`src/rtl/apb_pkg.sv`:
```
// Shared types and default register map for the APB perimeter requester.
package apb_pkg;

  typedef enum logic [1:0] {IDLE, SETUP, ACCESS} apb_state_t;

  typedef enum logic [1:0] {XFER_A, XFER_B, XFER_R} xfer_t;

  localparam logic [31:0] DEF_ADDR_A = 32'h0;
  localparam logic [31:0] DEF_ADDR_B = 32'h4;
  localparam logic [31:0] DEF_ADDR_R = 32'h8;

endpackage

```
`src/rtl/apb_perim_master_if.sv`:
```
// APB requester/completer signal bundle.
interface apb_perim_master_if;
  logic        PSEL;
  logic        PENABLE;
  logic        PWRITE;
  logic [31:0] PADDR;
  logic [31:0] PWDATA;
  logic [31:0] PRDATA;
  logic        PREADY;

  modport master (output PSEL, PENABLE, PWRITE, PADDR, PWDATA, input PRDATA, PREADY);
  modport slave  (input PSEL, PENABLE, PWRITE, PADDR, PWDATA, output PRDATA, PREADY);
endinterface

```
`src/rtl/apb_master_xfer.sv`:
```
// One APB transfer engine with wait timeout; chains straight into the next
// transfer when the sequencer flags one as pending.
//   state  | meaning
//   IDLE   | bus parked, PSEL=0, address/data hold last values
//   SETUP  | PSEL=1, PENABLE=0, address/data/direction driven
//   ACCESS | PSEL=1, PENABLE=1, waiting for PREADY or timeout
module apb_master_xfer
  import apb_pkg::*;
#(
  parameter int unsigned TIMEOUT = 16
) (
  input  logic        PCLK,
  input  logic        PRESET,
  input  logic        go,
  input  logic        more,
  input  logic        nxt_write,
  input  logic [31:0] nxt_addr,
  input  logic [31:0] nxt_wdata,
  output logic        ack,
  output logic        err,
  output logic [31:0] rdata,
  apb_perim_master_if.master bus
);

  localparam logic [7:0] LIMIT = 8'(TIMEOUT - 1);

  apb_state_t state;
  logic [7:0] wait_cnt;

  always_ff @(posedge PCLK or posedge PRESET) begin
    if (PRESET) begin
      state       <= IDLE;
      bus.PSEL    <= 1'b0;
      bus.PENABLE <= 1'b0;
      bus.PWRITE  <= 1'b0;
      bus.PADDR   <= 32'h0;
      bus.PWDATA  <= 32'h0;
      wait_cnt    <= 8'h0;
      ack         <= 1'b0;
      err         <= 1'b0;
      rdata       <= 32'h0;
    end else begin
      ack <= 1'b0;
      err <= 1'b0;
      case (state)
        IDLE: begin
          if (go) begin
            state      <= SETUP;
            bus.PSEL   <= 1'b1;
            bus.PWRITE <= nxt_write;
            bus.PADDR  <= nxt_addr;
            bus.PWDATA <= nxt_wdata;
          end
        end
        SETUP: begin
          state       <= ACCESS;
          bus.PENABLE <= 1'b1;
          wait_cnt    <= 8'h0;
        end
        ACCESS: begin
          if (bus.PREADY) begin
            bus.PENABLE <= 1'b0;
            ack         <= 1'b1;
            if (!bus.PWRITE) rdata <= bus.PRDATA;
            // Back-to-back: the next transfer's SETUP follows with no IDLE gap.
            if (more) begin
              state      <= SETUP;
              bus.PWRITE <= nxt_write;
              bus.PADDR  <= nxt_addr;
              bus.PWDATA <= nxt_wdata;
            end else begin
              state    <= IDLE;
              bus.PSEL <= 1'b0;
            end
          end else if (wait_cnt == LIMIT) begin
            state       <= IDLE;
            bus.PSEL    <= 1'b0;
            bus.PENABLE <= 1'b0;
            err         <= 1'b1;
            wait_cnt    <= wait_cnt + 8'd1;
          end else begin
            wait_cnt <= wait_cnt + 8'd1;
          end
        end
        default: state <= IDLE;
      endcase
    end
  end

endmodule

```
`src/rtl/apb_perim_master.sv`:
```
// Sequences write-a, write-b, read-perimeter over APB and reports the read value.
module apb_perim_master
  import apb_pkg::*;
#(
  parameter logic [31:0] ADDR_A  = DEF_ADDR_A,
  parameter logic [31:0] ADDR_B  = DEF_ADDR_B,
  parameter logic [31:0] ADDR_R  = DEF_ADDR_R,
  parameter int unsigned TIMEOUT = 16
) (
  input  logic        PCLK,
  input  logic        PRESET,
  input  logic        start,
  input  logic [31:0] a_in,
  input  logic [31:0] b_in,
  output logic        busy,
  output logic        done,
  output logic        error,
  output logic [31:0] result,
  apb_perim_master_if.master bus
);

  xfer_t       idx;
  xfer_t       nxt_idx;
  logic [31:0] a_lat;
  logic [31:0] b_lat;
  logic        go;
  logic        more;
  logic        nxt_write;
  logic [31:0] nxt_addr;
  logic [31:0] nxt_wdata;
  logic        x_ack;

  assign go   = start && !busy;
  assign more = busy && (idx != XFER_R);

  // The first write launches on the accepting edge, so it takes a_in directly.
  always_comb begin
    nxt_idx = XFER_A;
    if (busy) begin
      case (idx)
        XFER_A:  nxt_idx = XFER_B;
        default: nxt_idx = XFER_R;
      endcase
    end
    nxt_write = 1'b1;
    nxt_addr  = ADDR_A;
    nxt_wdata = busy ? a_lat : a_in;
    case (nxt_idx)
      XFER_B: begin
        nxt_addr  = ADDR_B;
        nxt_wdata = b_lat;
      end
      XFER_R: begin
        nxt_write = 1'b0;
        nxt_addr  = ADDR_R;
        nxt_wdata = b_lat;
      end
      default: ;
    endcase
  end

  always_ff @(posedge PCLK or posedge PRESET) begin
    if (PRESET) begin
      idx   <= XFER_A;
      a_lat <= 32'h0;
      b_lat <= 32'h0;
      busy  <= 1'b0;
      done  <= 1'b0;
    end else begin
      done <= 1'b0;
      if (go) begin
        a_lat <= a_in;
        b_lat <= b_in;
        busy  <= 1'b1;
        idx   <= XFER_A;
      end else if (done || error) begin
        busy <= 1'b0;
      end else if (x_ack) begin
        if (idx == XFER_R) done <= 1'b1;
        else               idx  <= nxt_idx;
      end
    end
  end

  apb_master_xfer #(.TIMEOUT(TIMEOUT)) u_xfer (
    .PCLK      (PCLK),
    .PRESET    (PRESET),
    .go        (go),
    .more      (more),
    .nxt_write (nxt_write),
    .nxt_addr  (nxt_addr),
    .nxt_wdata (nxt_wdata),
    .ack       (x_ack),
    .err       (error),
    .rdata     (result),
    .bus       (bus)
  );

endmodule

```
`src/flat_wrapper.sv`:
```
// flat-port wrapper written by rule: the top's interface ports become plain ports
module apb_perim_master_flat import apb_pkg::*;
#(
  parameter logic [31:0] ADDR_A  = DEF_ADDR_A,
  parameter logic [31:0] ADDR_B  = DEF_ADDR_B,
  parameter logic [31:0] ADDR_R  = DEF_ADDR_R,
  parameter int unsigned TIMEOUT = 16
)
  (PCLK, PRESET, start, a_in, b_in, busy, done, error, result, bus_PSEL, bus_PENABLE, bus_PWRITE, bus_PADDR, bus_PWDATA, bus_PRDATA, bus_PREADY);
  apb_perim_master_if bus_i ();
  input  logic PCLK;
  input  logic PRESET;
  input  logic start;
  input  logic [31:0] a_in;
  input  logic [31:0] b_in;
  output logic busy;
  output logic done;
  output logic error;
  output logic [31:0] result;
  output wire logic [$bits(bus_i.PSEL)-1:0] bus_PSEL;
  output wire logic [$bits(bus_i.PENABLE)-1:0] bus_PENABLE;
  output wire logic [$bits(bus_i.PWRITE)-1:0] bus_PWRITE;
  output wire logic [$bits(bus_i.PADDR)-1:0] bus_PADDR;
  output wire logic [$bits(bus_i.PWDATA)-1:0] bus_PWDATA;
  input wire logic [$bits(bus_i.PRDATA)-1:0] bus_PRDATA;
  input wire logic [$bits(bus_i.PREADY)-1:0] bus_PREADY;
  assign bus_PSEL = bus_i.PSEL;
  assign bus_PENABLE = bus_i.PENABLE;
  assign bus_PWRITE = bus_i.PWRITE;
  assign bus_PADDR = bus_i.PADDR;
  assign bus_PWDATA = bus_i.PWDATA;
  assign bus_i.PRDATA = bus_PRDATA;
  assign bus_i.PREADY = bus_PREADY;
  apb_perim_master #(.ADDR_A(ADDR_A), .ADDR_B(ADDR_B), .ADDR_R(ADDR_R), .TIMEOUT(TIMEOUT)) u_core (.PCLK(PCLK), .PRESET(PRESET), .start(start), .a_in(a_in), .b_in(b_in), .busy(busy), .done(done), .error(error), .result(result), .bus(bus_i));
endmodule
```
`config.mk`:
```
export PLATFORM = sky130hd
export DESIGN_NAME = apb_perim_master_flat
export DESIGN_NICKNAME = d
export VERILOG_FILES = /design/src/rtl/apb_pkg.sv /design/src/rtl/apb_perim_master_if.sv /design/src/rtl/apb_master_xfer.sv /design/src/rtl/apb_perim_master.sv /design/src/flat_wrapper.sv
export SDC_FILE = /design/constraint.sdc
export NUM_CORES = 1
export LEC_CHECK = 0
export ABC_CLOCK_PERIOD_IN_PS = 4700
export CORE_MARGIN = 5
export CORE_UTILIZATION = 44
export DETAILED_ROUTE_END_ITERATION = 8
export MAX_ROUTING_LAYER = met4
export PLACE_DENSITY = 0.8
export SYNTH_ARGS = -nofsm -noshare
export SYNTH_HDL_FRONTEND = slang
export SYNTH_SLANG_ARGS = --single-unit
```
`constraint.sdc`:
```
create_clock -name PCLK -period 4.7 [get_ports PCLK]
set_input_delay 0.94 -clock PCLK [delete_from_list [all_inputs] [get_ports PCLK]]
set_output_delay 0.94 -clock PCLK [all_outputs]
set_load 0.01 [all_outputs]
```
# Yosys cells after proc, flatten, opt, wreduce, memory -nomap -nowiden
# Cells that the tools add are included.
# Widths: inputs -> output; s select.
[totals] regBits=179 input_bits=100 output_inout_bits=102
[op_classes] add_sub_neg=1 eq_ne=15 mux=47 bitwise=1 reduce_logical=18
[ops] cell="$mux 32" n=8
[ops] cell="$pmux 32 s2" n=2
[ops] cell="$mux 1" n=21
[ops] cell="$mux 2" n=9
[ops] cell="$pmux 8 s2" n=1
[ops] cell="$add 8x1->8 const B" n=1
[ops] cell="$eq 8x4->1 const B" n=1
[ops] cell="$mux 8" n=1
[ops] cell="$ne 2x1->1 const B" n=4
[ops] cell="$pmux 4 s2" n=1
[ops] cell="$reduce_and 4->1" n=2
[ops] cell="$reduce_bool 2->1" n=4
[ops] cell="$eq 2x2->1 const B" n=3
[ops] cell="$ne 2x2->1 const B" n=3
[ops] cell="$ne 3x3->1 const B" n=2
[ops] cell="$pmux 1 s2" n=3
[ops] cell="$pmux 2 s3" n=1
[ops] cell="$reduce_and 2->1" n=3
[ops] cell="$reduce_and 3->1" n=2
[ops] cell="$eq 2x1->1 const B" n=2
[ops] cell="$logic_not 2->1" n=2
[ops] cell="$logic_and 1x1->1" n=2
[ops] cell="$reduce_or 2->1" n=1
[ops] cell="$logic_not 1->1" n=1
[ops] cell="other kinds (2)" n=2

# Longest topological paths before layout
# Gate-level depths: netlist (run 1).
[logic_depth] ltp_word=9 mapped_depth=5 ltp_nobuf=4

# Cells and area by module
# From an unflattened synthesis (run 1), not the netlist that was laid out.
[unflattened] hier_cells=405 hier_area_um2=6257.3
[modules_own_cells] mod="apb_master_xfer" n_inst=1 cells_per_inst=280 area_per_inst_um2=4455.5 seq_area_each_um2=2777.7
[modules_own_cells] mod="apb_perim_master" n_inst=1 cells_per_inst=125 area_per_inst_um2=1801.7 seq_area_each_um2=900.9

# Worst setup path after synthesis (run 1)
# No wires, ideal clock.
[synth_path] path_type="in2reg" from="input start" to="register u_core.u_xfer.bus.PWDATA[12]" setup_time_ns=0.125 arrival_time_ns=1.954 slack_ns=2.621 cell_stages=5 n_path_buf=2 cell_sequence="nor4b_1 a41o_1 buf_6 buf_12 mux2_4"
[synth_via] elab_chain_len=3
[synth_rtl] element="start, declared" line_no="flat_wrapper.sv:13" rtl="input logic start;"
[synth_rtl] element="$logic_and 1x1->1" line_no="apb_perim_master.sv:33" rtl="assign go = start && !busy;"
[synth_rtl] element="$ne 2x1->1 (no line)"
[synth_rtl] element="$reduce_and 4->1 (no line)"
[synth_rtl] element="end signal, assigned" line_no="apb_master_xfer.sv:52" rtl="bus.PWDATA <= nxt_wdata;"
[synth_rtl] element="end signal, assigned" line_no="apb_master_xfer.sv:70" rtl="bus.PWDATA <= nxt_wdata;"
[synth_rtl] element="end, declared" line_no="apb_perim_master_if.sv:11" rtl="modport master (output PSEL, PENABLE, PWRITE, PADDR, PWDATA, input PRDATA, PREADY);"
# Every way passes these cells.
# A chain may end at the register's enable or synchronous reset.

# Worst setup path in the final report (run 1)
[layout_path] from="register u_core.busy" to="output busy"
[layout_rtl] element="start, declared" line_no="apb_perim_master.sv:15" rtl="output logic busy,"
[layout_rtl] element="start signal, assigned" line_no="apb_perim_master.sv:67" rtl="busy <= 1'b0;"
[layout_rtl] element="start signal, assigned" line_no="apb_perim_master.sv:74" rtl="busy <= 1'b1;"
[layout_rtl] element="start signal, assigned" line_no="apb_perim_master.sv:77" rtl="busy <= 1'b0;"
[layout_rtl] element="end, declared" line_no="flat_wrapper.sv:16" rtl="output logic busy;"
# No word-level cell between the ends.

==> metrics.cfg, run 1 <==
[flow_run]
timing.max_cap.violations = 0

[yosys]
syn-mean-instance-area_um2 = 14.6
synth_top_cells_by_area = dfrtp_1 (55%), mux2_2 (22%), mux2_4 (7.9%)
syn_area_mm2 = 0.00531
synth.ff_latch_count = 117
yosysMostFrequentCell = dfrtp_1
ys.flop_type = dfrtp_1
yosys_warnings = 0
synthDistinctLibCells = 38
synth-edff-count = 0
synth_area_leader_cell = dfrtp_1
synth_common_cells = dfrtp_1 (117), mux2_2 (103), buf_4 (31)
synthCells = 363
yosysSeqAreaShare = 0.552
yosys.area.top_type_share = 0.552
synthArstFlopShare = 1.00

[placed_design]
portBuffers = 171
hpwl_um = 8500
routabilityCongestion = 0.764

[route]
vias = 3428
drt_pre_antenna_iters = 4
drt_iter0_drc = 182
vias_per_cell = 4.94
postRouteAntennaNets = 0
wl_per_cell_um = 17.2
drc = 0
drt-total-wl_um = 11900

[setup_path]
crit_fanout = 41
crit_slowest_cell = dfrtp_2
cp_data_required_time_ns = 3.76
r2r_setup_slack_ns = 2.04
crit_cells = 1
arrival_ns = 2.11
startpoint = u_core.busy
endpoint_kind = output pin
timing.rr.end = u_core.u_xfer.bus.PWDATA[17]
cp_top_family = flip-flops
start_kind = flop
reg2reg_from = u_core.busy
path_cells = clkdlybuf4s50_1
cp-endpoint = busy
crit_buf_inv = 1
criticalPathCategory = flop to output pin
crit_path_max_incr_delay_ns = 0.98
ff2ff_path_depth = 4

[clock_tree]
clkSlewWorstSetupHoldPaths_ns = 0.05
cts_made_buffers = 17
postCtsResizedCells = 0
cts_setup_buffers = 0
clock_sinks = 117
cts_buffer_depth = 2
ctsHoldBuffers = 0
ctsRootBufferMaster = clkbuf_16
htree_levels = 4
clock_latency_ns = 0.40
cts_tree = built

[finish]
syn_to_final_growth_pct = 41.9
layout.nets = 638
diodes = 0
drive_above_1_share = 0.300
finalCoreUtilization = 0.632

[floorplanning]
initial_core_util = 0.446
fp.dieW_um = 120
row_count = 40
dieHeight_um = 120
pin_count = 202
dieArea_mm2 = 0.0144
core_area_mm2 = 0.0119

[global_route]
grt_pass1_vias = 3826
grt_pass1_wl_um = 19800
grt_start_max_net_pins = 64
antenna_found_initial = 0
grt_util_all_layers = 0.181
overflow = 0

[sta]
fin_skew_ns = 0.00605
finalHoldViolations = 0
tns_ns = 0
slew_violations = 0
period_needed_ns = 3.05
fin_crit_sh = 0.649
fmax_ghz = 0.328
tightest_slew_ns = 1.10
setup_viol = 0
relSlewSlack = 0.266
rsz0062_at_grt = no

[power_and_ir_drop]
power_leakage_nw = 3.26
power_density_mw_per_mm2 = 649
peakVddDrop_uv = 322

[status]
status = completed

[worst_hold_path]
hp-class = flop to flop

final cells by class:
class	count	area, µm²
Fill cell	903	4380
Sequential cell	117	2930
Multi-Input combinational cell	222	2090
Timing Repair Buffer	175	1750
Clock buffer	24	482
Tap cell	147	184
Clock inverter	5	75.1
Inverter	4	17.5
layout by cell type, fill, tap and decap left out, types with 4 or more instances in the layout:
| cell | count |
|---|---|
| mux2i_1 | 4 |
| clkdlybuf4s50_1 | 171 |
| mux2_2 | 103 |
| nand2_1 | 9 |
| dfrtp_1 | 116 |
| nand3_1 | 9 |
| clkbuf_16 | 17 |
| o21ai_0 | 4 |
| conb_1 | 30 |
| mux2_4 | 28 |
| clkbuf_1 | 4 |
routing by layer:
metal,track usage,vias up,share of wire
li1,-,1572,-
met1,0.220,1694,0.43
met2,0.287,143,0.49
met3,0.0518,19,0.058
met4,0.0752,0,0.019
met5,-,-,0
sequential cells by signal (all words and copies together), names as in the netlist:
| name | count |
|---|---|
| u_core.u_xfer.bus.PWDATA | 32 |
| u_core.u_xfer.bus.PSEL | 1 |
| u_core.u_xfer.wait_cnt | 8 |
| u_core.u_xfer.bus.PADDR | 2 |
| u_core.u_xfer.bus.PENABLE | 1 |
| u_core.u_xfer.ack | 1 |
| u_core.u_xfer.bus.PWRITE | 1 |
| u_core.idx | 2 |
| u_core.done | 1 |
| u_core.u_xfer.state | 2 |
| u_core.u_xfer.err | 1 |
| u_core.busy | 1 |
| u_core.u_xfer.rdata | 32 |
| u_core.b_lat | 32 |
where the power goes:
part / internal [mW] / switching (mW) / total [mW]
Combinational: 1.25 / 0.636 / 1.89
Clock: 0.809 / 0.411 / 1.22
Sequential: 1.48 / 0.302 / 1.78
Total: 3.54 / 1.35 / 4.89
worst min path at each step:
stage / startpoint / cells after the start / to / slack [ns]
floorplan: u_core.u_xfer.wait_cnt[7] / 1 / u_core.u_xfer.wait_cnt[7] / 0.44
global placement: u_core.u_xfer.wait_cnt[7] / 1 / u_core.u_xfer.wait_cnt[7] / 0.46
detailed placement: u_core.u_xfer.wait_cnt[7] / 1 / u_core.u_xfer.wait_cnt[7] / 0.47
CTS: u_core.u_xfer.wait_cnt[7] / 1 / u_core.u_xfer.wait_cnt[7] / 0.47
global route: u_core.b_lat[6] / 1 / u_core.b_lat[6] / 0.51
finish: u_core.u_xfer.wait_cnt[7] / 1 / u_core.u_xfer.wait_cnt[7] / 0.47
per-stage QoR:
step	hold WS, ns	cell area (µm²)	cells	setup slack, ns	power (mW)
after global placement	0.459	6980	665	1.57	3.63
after global routing	0.513	7530	694	1.52	5.18
after CTS	0.473	7530	694	1.58	4.96
final	0.469	7530	694	1.65	4.89
after detailed placement	0.471	6980	665	1.51	3.70
after floorplan	0.439	5420	392	0.659	2.86
cell families after synthesis:
family                     synth area share
AOI/OAI and AO/OA                    0.0205
xor gates and xnor gates            0.00165
other                              0.000707
DFF                                   0.552
buffers and inverters                0.0766
adders and majority gates           0.00236
muxes                                 0.307
and+or+nand+nor                      0.0391
(Power assumes the default switching activity.)
==> run 2, diff against run 1 <==
Settings changed: ABC_CLOCK_PERIOD_IN_PS 4700 to 3000.
Clock period 4.7 ns to 3 ns, I/O delays scaled along.
==> run 2 against run 1 <==
Compared with the run above:
- die area unchanged
- total power up 56%
- register-to-register slack worse by 0.97 ns
- clock skew up 0.00088 ns
- largest power group unchanged
- clock power up 54%
- highest routed layer unchanged
- setup slack worse by 1.1 ns
==> metrics.cfg, run 2 (synthesis results as in run 1) <==
[finish]
diodes = 0
layout_commonest_cell = clkdlybuf4s50_1
drive_above_1_share = 0.302
fillers = 895
syn_to_final_growth_pct = 42.3
multiInputGateArea_mm2 = 0.00209
layout.nets = 639
regArea_mm2 = 0.00293
fin_cells = 696
reg.largest.list = u_core.b_lat: 32 flops, u_core.u_xfer.bus.PWDATA: 32 flops, u_core.u_xfer.rdata: 32 flops
layout_common_cells = clkdlybuf4s50_1 (171), dfrtp_1 (116), mux2_2 (103)

[clock_tree]
htree_levels = 4
ctsHoldBuffers = 0
postCtsResizedCells = 0
ctsRootBufferMaster = clkbuf_16
cts_made_buffers = 17
cts_buffer_depth = 2
cts_tree = built
clkSlewWorstSetupHoldPaths_ns = 0.05
cts_setup_buffers = 0
clock_sinks = 117
clock_latency_ns = 0.41

[sta]
relSlewSlack = 0.597
fmax_ghz = 0.401
fin_skew_ns = 0.00692
tightest_slew_ns = 0.605
setup_viol = 0
slew_violations = 0
tns_ns = 0
period_needed_ns = 2.50
finalHoldViolations = 0
rsz0062_at_grt = no
fin_crit_sh = 0.832

[placed_design]
hpwl_um = 8380
portBuffers = 171
placedCellCount = 666
routabilityCongestion = 0.770

[global_route]
use_met3 = 0.0631
overflow = 0
grt_pass1_vias = 3744
grt_use_met2 = 0.296
grt_most_used_layer = met2
grt_pass1_wl_um = 19600
grt_util_all_layers = 0.182
gr-usage-met1 = 0.212
grt_start_max_net_pins = 118
antenna_found_initial = 0

[status]
status = completed

[setup_path]
criticalPathCategory = flop to output pin
start_kind = flop
arrival_ns = 1.90
cp_data_required_time_ns = 2.40
startpoint = u_core.busy
endpoint_kind = output pin
reg2reg_from = u_core.busy
crit_fanout = 40
r2r_setup_slack_ns = 1.07

[route]
drt_iter0_drc = 201
postRouteAntennaNets = 0
wl_per_cell_um = 17.4
drt-total-wl_um = 12100
vias_per_cell = 4.87
drc = 0
vias = 3387
drt_pre_antenna_iters = 4

[worst_hold_path]
min-delay-start = u_core.u_xfer.wait_cnt[7]
hp-class = flop to flop

[power_and_ir_drop]
power_leakage_nw = 3.26
power_density_mw_per_mm2 = 1010
peakVddDrop_uv = 499

[floorplanning]
initial_core_util = 0.446
dieArea_mm2 = 0.0144
row_count = 40
fp.dieW_um = 120
core_area_mm2 = 0.0119
pin_count = 202
dieHeight_um = 120

[flow_run]
timing.max_cap.violations = 0

-- run 2: cell count changes in the layout (fill, tap and decap cells not counted), sizes merged --
cell / delta
buf: +1
clkbuf: +2
inv: -1
bufinv: -1
clkinvlp: +1
-- run 2: metrics by stage --
stage,instance area (µm²),util,power [mW],hold WS (ns),setup slack (ns)
3_3_place_gp,7000,0.587,5.68,0.458,0.600
6_report,7550,0.634,7.64,0.481,0.505
4_1_cts,7550,0.634,7.74,0.485,0.460
2_1_floorplan,5420,-,4.47,0.439,0.973
3_5_place_dp,7000,0.587,5.81,0.474,0.566
5_1_grt,7550,0.634,8.07,0.496,0.416
-- run 2: critical path: stages, from the launching register on --
cell and delay (ns):
dfrtp_2 0.36, buf_4 0.47, clkdlybuf4s50_1 0.65
-- run 2: final timing paths --
check,cells past startpoint,to
max in group asynchronous,3,u_core.busy
min in group asynchronous,3,u_core.b_lat[12]
setup reg to reg,4,u_core.u_xfer.bus.PWDATA[30]
hold reg to reg,1,u_core.u_xfer.wait_cnt[7]
setup / recovery,2,busy
hold / removal,1,u_core.u_xfer.wait_cnt[7]
-- run 2: report_power, final --
group,switching [mW],internal [mW],total [mW]
clock,0.646,1.23,1.88
combinational,1.05,1.97,3.02
sequential,0.417,2.32,2.74
total,2.11,5.52,7.64
-- run 2: per-layer routing --
layer / up-vias / wire length (µm)
met3: 12 / 837
met4: 0 / 149
met2: 138 / 6100
met1: 1664 / 5040
met5: - / 0
li1: 1573 / -
-- run 2: final cells by class --
type / instances / area share
Clock buffer: 26 / 0.0674
Inverter: 4 / 0.00249
Multi-Input combinational cell: 222 / 0.277
Clock inverter: 4 / 0.00597
Tap cell: 147 / 0.0244
Sequential cell: 117 / 0.388
Timing Repair Buffer: 176 / 0.235
==> run 3, diff against run 2 <==
Settings changed: ABC_CLOCK_PERIOD_IN_PS 3000 to 2100, CORE_UTILIZATION 44 to 40, PLACE_DENSITY 0.8 to 0.77.
Clock period 3 ns to 2.1 ns, I/O delays scaled along.
==> run 3 against run 2 <==
Compared with the run above:
- sequential cell count unchanged
- total power up 44%
- sequential power up 43%
- setup slack worse by 0.40 ns
- final cell count up 5.5%
- non-clock buffer count up 9
- critical endpoint unchanged
==> metrics.cfg, run 3 (synthesis results as in run 1) <==
[global_route]
overflow = 0
grt_pass1_wl_um = 19700
grt_pass1_vias = 3820
antenna_found_initial = 0
grt_util_all_layers = 0.162
grt_start_max_net_pins = 63

[sta]
rsz0062_at_grt = no
fin_skew_ns = 0.00484
setup_viol = 0
finalHoldViolations = 0
period_needed_ns = 2.00
hold-worst-slack_ns = 0.475
fin_crit_sh = 0.953
worst_slack_ns = 0.0996
slew_violations = 0
fmax_ghz = 0.500

[power_and_ir_drop]
peakVddDrop_uv = 744
power_density_mw_per_mm2 = 1430
power_leakage_nw = 3.32
power_mw = 11.0

[route]
vias = 3456
wl_per_cell_um = 16.6
vias_per_cell = 4.71
drt_pre_antenna_iters = 4
drc = 0
postRouteAntennaNets = 0
drt_iter0_drc = 167
drt-total-wl_um = 12200

[clock_tree]
clock_latency_ns = 0.40
cts_buffer_depth = 2
cts_setup_buffers = 0
htree_levels = 4
cts_tree = built
clkSlewWorstSetupHoldPaths_ns = 0.05
postCtsResizedCells = 1
ctsHoldBuffers = 0
clock_sinks = 117
ctsRootBufferMaster = clkbuf_16
cts_made_buffers = 17

[finish]
layout_common_cells = clkdlybuf4s50_1 (171), dfrtp_1 (116), mux2_2 (103)
reg.largest.list = u_core.b_lat: 32 flops, u_core.u_xfer.bus.PWDATA: 32 flops, u_core.u_xfer.rdata: 32 flops
multiInputGateArea_mm2 = 0.00209
layout_commonest_cell = clkdlybuf4s50_1
layout.nets = 648
finalCoreUtilization = 0.588
regArea_mm2 = 0.00293
fillers = 1078
drive_above_1_share = 0.314
diodes = 0
syn_to_final_growth_pct = 45.5
fin_cells = 734

[setup_path]
startpoint = u_core.busy
arrival_ns = 1.58
ff2ff_path_depth = 4
timing.rr.end = u_core.u_xfer.bus.PWDATA[0]
start_kind = flop
crit_fanout = 21
reg2reg_from = u_core.u_xfer.state[0]
cp-endpoint = busy
r2r_setup_slack_ns = 0.30
endpoint_kind = output pin
criticalPathCategory = flop to output pin
cp_data_required_time_ns = 1.68

[worst_hold_path]
min-delay-start = u_core.u_xfer.wait_cnt[7]
hp-class = flop to flop

[flow_run]
timing.max_cap.violations = 0

[floorplanning]
fp.dieW_um = 125
dieArea_mm2 = 0.0157
core_area_mm2 = 0.0131
row_count = 42
dieHeight_um = 125
pin_count = 202
initial_core_util = 0.404

[placed_design]
placedCellCount = 704
routabilityCongestion = 0.795
portBuffers = 171
pre_cts_ws_ns = -0.0763
hpwl_um = 9000

[status]
status = completed

## run 3: changes by cell type in the layout (fill, tap and decap cells not counted), sizes merged
cell  delta
buf      +9
## run 3: cell type report
| type | count | share of cell area |
|---|---|---|
| sequential | 117 | 0.379 |
| inverter | 4 | 0.00243 |
| tap | 176 | 0.0285 |
| clock inverter | 4 | 0.00583 |
| timing repair buffer | 185 | 0.247 |
| multi-input combinational | 222 | 0.271 |
| clock buffer | 26 | 0.0660 |
## run 3: through the flow
stage,setup TNS [ns],instance area (µm²)
after detailed placement,-1.89,7160
after global routing,0,7720
after floorplan,0,5420
after CTS,0,7720
after global placement,-1.17,7160
final,0,7720
## run 3: worst min path at each step
stage                     slack [ns]  cells past startpoint                         to
after global placement          0.46                      1  u_core.u_xfer.wait_cnt[7]
after detailed placement        0.47                      1  u_core.u_xfer.wait_cnt[7]
after floorplan                 0.44                      1  u_core.u_xfer.wait_cnt[7]
after CTS                       0.48                      1  u_core.u_xfer.wait_cnt[7]
after global routing            0.50                      1  u_core.u_xfer.wait_cnt[7]
final                           0.48                      1  u_core.u_xfer.wait_cnt[7]
## run 3: report_power, final
part	switching, mW	internal (mW)	total (mW)
combinational	1.50	2.89	4.39
clock	0.920	1.76	2.68
sequential	0.618	3.32	3.93
## run 3: routing by layer
layer | vias to the layer above | wire [µm] | track usage
met5 | - | 0 | -
met4 | 0 | 212 | 0.0606
met3 | 19 | 713 | 0.0473
met2 | 136 | 6220 | 0.266
met1 | 1708 | 5060 | 0.191
li1 | 1593 | - | -
## run 3: worst max-delay path, cell delays in order, from the launching register on
cell             delay (ns)
dfrtp_2                0.37
buf_6                  0.22
clkdlybuf4s50_1        0.59
